### config.mk
export PLATFORM = sky130hd
export DESIGN_NAME = link_upstream_serializer
export DESIGN_NICKNAME = d
export VERILOG_FILES = /design/src/rtl/link_up_pkg.sv /design/src/rtl/link_credit_counter.sv /design/src/rtl/link_upstream_serializer.sv
export SDC_FILE = /design/constraint.sdc
export NUM_CORES = 1
export LEC_CHECK = 0
export CAP_MARGIN = 20
export CORE_ASPECT_RATIO = 1.75
export CORE_MARGIN = 3
export CORE_UTILIZATION = 40
export DETAILED_ROUTE_END_ITERATION = 6
export GPL_TIMING_DRIVEN = 0
export PLACE_DENSITY = 0.79
export SKIP_LAST_GASP = 1
export SLEW_MARGIN = 5
export SYNTH_ARGS = -nofsm -noshare
export SYNTH_HDL_FRONTEND = slang
export SYNTH_SLANG_ARGS = --single-unit
export TNS_END_PERCENT = 1
### constraint.sdc
create_clock -name clk -period 9.6 [get_ports clk]
set_input_delay 1.44 -clock clk [delete_from_list [all_inputs] [get_ports clk]]
set_output_delay 1.44 -clock clk [all_outputs]
set_load 0.01 [all_outputs]
### src/rtl/link_up_pkg.sv
// Shared types and width helpers for the upstream link serializer slice.
package link_up_pkg;

  typedef enum logic {
    IDLE = 1'b0,
    SEND = 1'b1
  } state_e;

  function automatic int beat_w(input int num_ch, input int ch_width);
    return num_ch * ch_width;
  endfunction

  function automatic int core_w(input int num_ch, input int ch_width, input int ratio);
    return num_ch * ch_width * ratio;
  endfunction

  function automatic int cred_w(input int credits);
    return $clog2(credits + 1);
  endfunction

  // A single-beat word still needs a one-bit beat counter.
  function automatic int bcnt_w(input int ratio);
    return (ratio > 1) ? $clog2(ratio) : 1;
  endfunction

endpackage

### src/rtl/link_credit_counter.sv
// Token-batched credit counter: one credit per consume, TOKEN_BATCH per token,
// saturating at CREDITS with a sticky overflow flag.
module link_credit_counter
  import link_up_pkg::*;
#(
  parameter int CREDITS     = 16,
  parameter int TOKEN_BATCH = 4,
  localparam int CRED_W     = cred_w(CREDITS)
) (
  input  logic              clk,
  input  logic              rst,
  input  logic              consume_i,
  input  logic              token_i,
  output logic [CRED_W-1:0] count_o,
  output logic              overflow_o
);

  // One extra bit holds CREDITS + TOKEN_BATCH before saturation.
  localparam int SUM_W = CRED_W + 1;

  logic [CRED_W-1:0] count_q, count_d;
  logic              err_q, err_d;
  logic [SUM_W-1:0]  sum;

  always_comb begin
    sum     = SUM_W'(count_q) + (token_i ? SUM_W'(TOKEN_BATCH) : '0) - SUM_W'(consume_i);
    count_d = sum[CRED_W-1:0];
    err_d   = err_q;
    if (sum > SUM_W'(CREDITS)) begin
      count_d = CRED_W'(CREDITS);
      err_d   = 1'b1;
    end
  end

  always_ff @(posedge clk) begin
    if (rst) begin
      count_q <= CRED_W'(CREDITS);
      err_q   <= 1'b0;
    end else begin
      count_q <= count_d;
      err_q   <= err_d;
    end
  end

  assign count_o    = count_q;
  assign overflow_o = err_q;

endmodule

### src/rtl/link_upstream_serializer.sv
// N-channel upstream serializer: one core word goes out as RATIO beats,
// LSB slice first, gated by a token-batched credit counter.
module link_upstream_serializer
  import link_up_pkg::*;
#(
  parameter int CH_WIDTH    = 8,
  parameter int NUM_CH      = 2,
  parameter int RATIO       = 4,
  parameter int CREDITS     = 16,
  parameter int TOKEN_BATCH = 4,
  parameter int CNT_W       = 7,
  localparam int BEAT_W     = beat_w(NUM_CH, CH_WIDTH),
  localparam int CORE_W     = core_w(NUM_CH, CH_WIDTH, RATIO),
  localparam int CRED_W     = cred_w(CREDITS)
) (
  input  logic              clk,
  input  logic              rst,
  input  logic              core_valid_i,
  input  logic [CORE_W-1:0] core_data_i,
  output logic              core_ready_o,
  input  logic              io_token_i,
  output logic [NUM_CH-1:0] io_valid_o,
  output logic [BEAT_W-1:0] io_data_o,
  output logic [CRED_W-1:0] credit_cnt_o,
  output logic [CNT_W-1:0]  sent_cnt_o,
  output logic              busy_o,
  output logic              err_token_overflow_o
);

  localparam int BCNT_W = bcnt_w(RATIO);
  localparam logic [BCNT_W-1:0] LAST_BEAT = BCNT_W'(RATIO - 1);

  state_e            state_q, state_d;
  logic [BCNT_W-1:0] beat_q, beat_d;
  logic [CORE_W-1:0] shift_q, shift_d;
  logic [BEAT_W-1:0] data_q, data_d;
  logic [CNT_W-1:0]  sent_q, sent_d;
  logic              accept;
  logic              last_beat;

  assign core_ready_o = ((state_q == IDLE) || (beat_q == LAST_BEAT)) && (credit_cnt_o != '0);
  assign accept       = core_valid_i && core_ready_o;
  assign last_beat    = (state_q == SEND) && (beat_q == LAST_BEAT);

  always_comb begin
    state_d = state_q;
    beat_d  = beat_q;
    shift_d = shift_q;
    data_d  = data_q;
    sent_d  = sent_q;
    // Accept on the final beat chains straight into the next word's beat 0.
    if (accept) begin
      state_d = SEND;
      beat_d  = '0;
      data_d  = core_data_i[BEAT_W-1:0];
      shift_d = core_data_i >> BEAT_W;
    end else if (state_q == SEND) begin
      if (beat_q == LAST_BEAT) begin
        state_d = IDLE;
      end else begin
        beat_d  = beat_q + BCNT_W'(1);
        data_d  = shift_q[BEAT_W-1:0];
        shift_d = shift_q >> BEAT_W;
      end
    end
    if (last_beat) begin
      sent_d = sent_q + CNT_W'(1);
    end
  end

  always_ff @(posedge clk) begin
    if (rst) begin
      state_q <= IDLE;
      beat_q  <= '0;
      shift_q <= '0;
      data_q  <= '0;
      sent_q  <= '0;
    end else begin
      state_q <= state_d;
      beat_q  <= beat_d;
      shift_q <= shift_d;
      data_q  <= data_d;
      sent_q  <= sent_d;
    end
  end

  link_credit_counter #(
    .CREDITS     (CREDITS),
    .TOKEN_BATCH (TOKEN_BATCH)
  ) u_credit (
    .clk        (clk),
    .rst        (rst),
    .consume_i  (accept),
    .token_i    (io_token_i),
    .count_o    (credit_cnt_o),
    .overflow_o (err_token_overflow_o)
  );

  assign io_valid_o = {NUM_CH{state_q == SEND}};
  assign io_data_o  = data_q;
  assign sent_cnt_o = sent_q;
  assign busy_o     = (state_q == SEND);

endmodule

==> impl_metrics.json <==
{
  "start_util_pct": 41.2,
  "dpl.hpwl_mm": 7.68,
  "grt_overflow": 0,
  "netlist.area_leader.share_pct": 46.4,
  "cts_made_buffers": 9,
  "peakVddDrop_mv": 0.116,
  "std_cell_rows": 44,
  "numPortBuffers": 99,
  "via_per_inst": 5.11,
  "routed.top_layer": "met4",
  "fin_crit_ns": 4.03,
  "ys_seq_area_share_pct": 46.4,
  "worstPathArrival_ns": 4.22,
  "fp.dieH_microns": 129,
  "clock_latency_ns": 0.34,
  "fin_crit_sh_pct": 42.0,
  "detail-route-antenna-nets": 0,
  "dr_wl_met2_mm": 5.43,
  "wl_met3_microns": 489,
  "slew_violations": 0,
  "grt_pass1_wl_mm": 16.0,
  "cts_resized": 0,
  "dieArea_sq_um": 9820,
  "fillers": 793,
  "reg2reg_to": "u_credit.count_o[3]",
  "die_w_microns": 76.2,
  "hp-start": "shift_q[47]",
  "antennaDiodeCount": 0,
  "clock_sinks": 80,
  "synth_async_sr_flop_share_pct": 0,
  "gp_congestion": 0.875,
  "cts_hold_buf": 0,
  "syn_area_per_cell_sq_um": 7.95,
  "setup_viol": 0,
  "yosysTopAreaCell": "dfxtp_1",
  "wire_per_inst_microns": 14.9,
  "synth_edf_count": 0,
  "worstMarginPinSlew_ns": 0.652,
  "ys_types": 35,
  "drt-met1-wl_mm": 3.62,
  "path_max_fanout": 10,
  "finClkSkew_ns": 0.00538,
  "drive_gt1_share_pct": 6.22,
  "firstDrtPassIters": 4,
  "tns_ns": 0,
  "crit_required_ns": 9.80,
  "drt_first_iter_violations": 274,
  "outcome": "finished clean",
  "synth_common_cells": "nand2_1, dfxtp_1, a31oi_1, nor2_1, o21ai_0",
  "crit_path_end_kind": "flip-flop",
  "cts_tree": "yes",
  "path_clk_slew_ns": 0.05,
  "critical_path_class": "input port to flip-flop",
  "synth.area.top_cells": "dfxtp_1, nand2_1, a31oi_1",
  "r2r_cells": 14,
  "r2r_slack_ns": 6.13,
  "holdPathStages": 2,
  "pin_count": 101,
  "r2r-start": "u_credit.count_o[4]",
  "netlist_area_sq_um": 3450,
  "synthFlopType": "dfxtp_1",
  "hold_path_end": "shift_q[47]",
  "grt_pass1_vias": 3406,
  "leakagePower_nw": 1.84,
  "slew_headroom_pct": 56.6,
  "ys_seq_elements": 80,
  "cts_setup_buffers": 0,
  "ys_warn_count": 0,
  "final_core_util_pct": 57.8,
  "vias": 3386,
  "fmaxAchievable_mhz": 248,
  "synth_fp_nets": 511,
  "syn_inst": 434,
  "drt-total-wl_mm": 9.89,
  "powerDensity_nw_per_um2": 240,
  "grt_max_degree": 12,
  "antenna_found_initial": 0,
  "clk_path_buf_depth": 2,
  "area_growth_pct": 40.3,
  "hold_viol_final": 0,
  "core_area_sq_um": 8370,
  "maxCapViolCount": 0,
  "rsz0062_at_grt": "no",
  "hp-class": "flip-flop to flip-flop",
  "clock-root-buffer": "clkbuf_16",
  "start_kind": "input port",
  "drc": 0,
  "synthMostInstantiatedCell": "nand2_1",
  "track_usage_pct": 20.4,
  "h-tree-depth": 3,
  "nets": 621
}
logic make-up after synthesis:
| kind of cell | after synthesis | share of synthesized area (%) |
|---|---|---|
| simple gates | 185 | 21.8 |
| compound gates | 104 | 19.7 |
| flops | 80 | 46.4 |
| buf+inv | 47 | 6.31 |
| fa+ha+maj | 9 | 3.48 |
| xor+xnor | 8 | 2.03 |
| mux | 1 | 0.290 |
stage by stage:
| step | cells | setup slack [ns] | area (sq um) | hold slack [ns] | total power [mW] |
|---|---|---|---|---|---|
| floorplan | 434 | 6.08 | 3450 | 0.433 | 0.698 |
| global placement | 648 | 5.34 | 4580 | 0.441 | 0.848 |
| detailed placement | 648 | 5.22 | 4580 | 0.444 | 0.863 |
| CTS | 662 | 5.57 | 4840 | 0.451 | 1.16 |
| global route | 662 | 5.30 | 4840 | 0.472 | 1.23 |
| finish | 662 | 5.57 | 4840 | 0.450 | 1.16 |
power breakdown:
group          internal, mW  switching, mW
registers             0.392         0.0370
logic                 0.192          0.237
clock network         0.179          0.123
area by class of cell:
class                      instances  area (sq um)  area share [%]
timing repair buffer              99           991            20.5
buffer                            36           176            3.65
clock buffer                      13           250            5.17
tap                              115           144            2.97
multi-input combinational        307          1630            33.7
clock inverter                     1          5.00           0.103
inverter                          11          41.3           0.853
sequential                        80          1600            33.1
worst max-delay path by stage:
| stage | startpoint | to | depth (start not counted) |
|---|---|---|---|
| 6_report | core_valid_i | u_credit.count_o[3] | 14 |
| 2_1_floorplan | core_valid_i | u_credit.count_o[4] | 13 |
| 4_1_cts | core_valid_i | u_credit.count_o[3] | 14 |
| 3_3_place_gp | core_valid_i | u_credit.count_o[3] | 14 |
| 3_5_place_dp | core_valid_i | u_credit.count_o[3] | 14 |
| 5_1_grt | core_valid_i | u_credit.count_o[3] | 14 |
sequential cells by signal, summed over array words and instances (netlist names):
name,count
beat_q,2
busy_o,1
io_data_o,16
sent_cnt_o,7
shift_q,48
u_credit.count_o,5
u_credit.overflow_o,1
cell usage in the layout (no fill, tap or decap), types with 3 or more instances in the layout:
cell type,count
nand2b_1,3
xor2_1,5
buf_2,9
nand2_1,134
nor2_1,31
clkbuf_1,24
a311oi_1,12
buf_4,4
a311oi_2,5
clkbuf_16,9
o21ai_0,31
clkdlybuf4s50_1,99
a31oi_1,31
a21oi_1,20
dfxtp_1,80
inv_1,11
xnor2_1,3
ha_1,8
critical path: stages:
cell	delay, ns
clkdlybuf4s50_1	0.47
o21ai_4	0.12
buf_6	0.17
buf_4	0.19
nor2_1	0.06
ha_1	0.18
inv_1	0.06
ha_1	0.16
inv_1	0.06
fa_1	0.40
xnor2_1	0.22
nor3_1	0.07
nor3_1	0.50
nor4b_1	0.12
per-layer routing:
layer | global-route usage [%] | vias up
met3 | 4.27 | 26
met4 | 10.7 | 0
met1 | 20.5 | 1560
li1 | - | 1692
met5 | 0 | -
met2 | 39.1 | 108
Power figures use the tool's default switching activity.
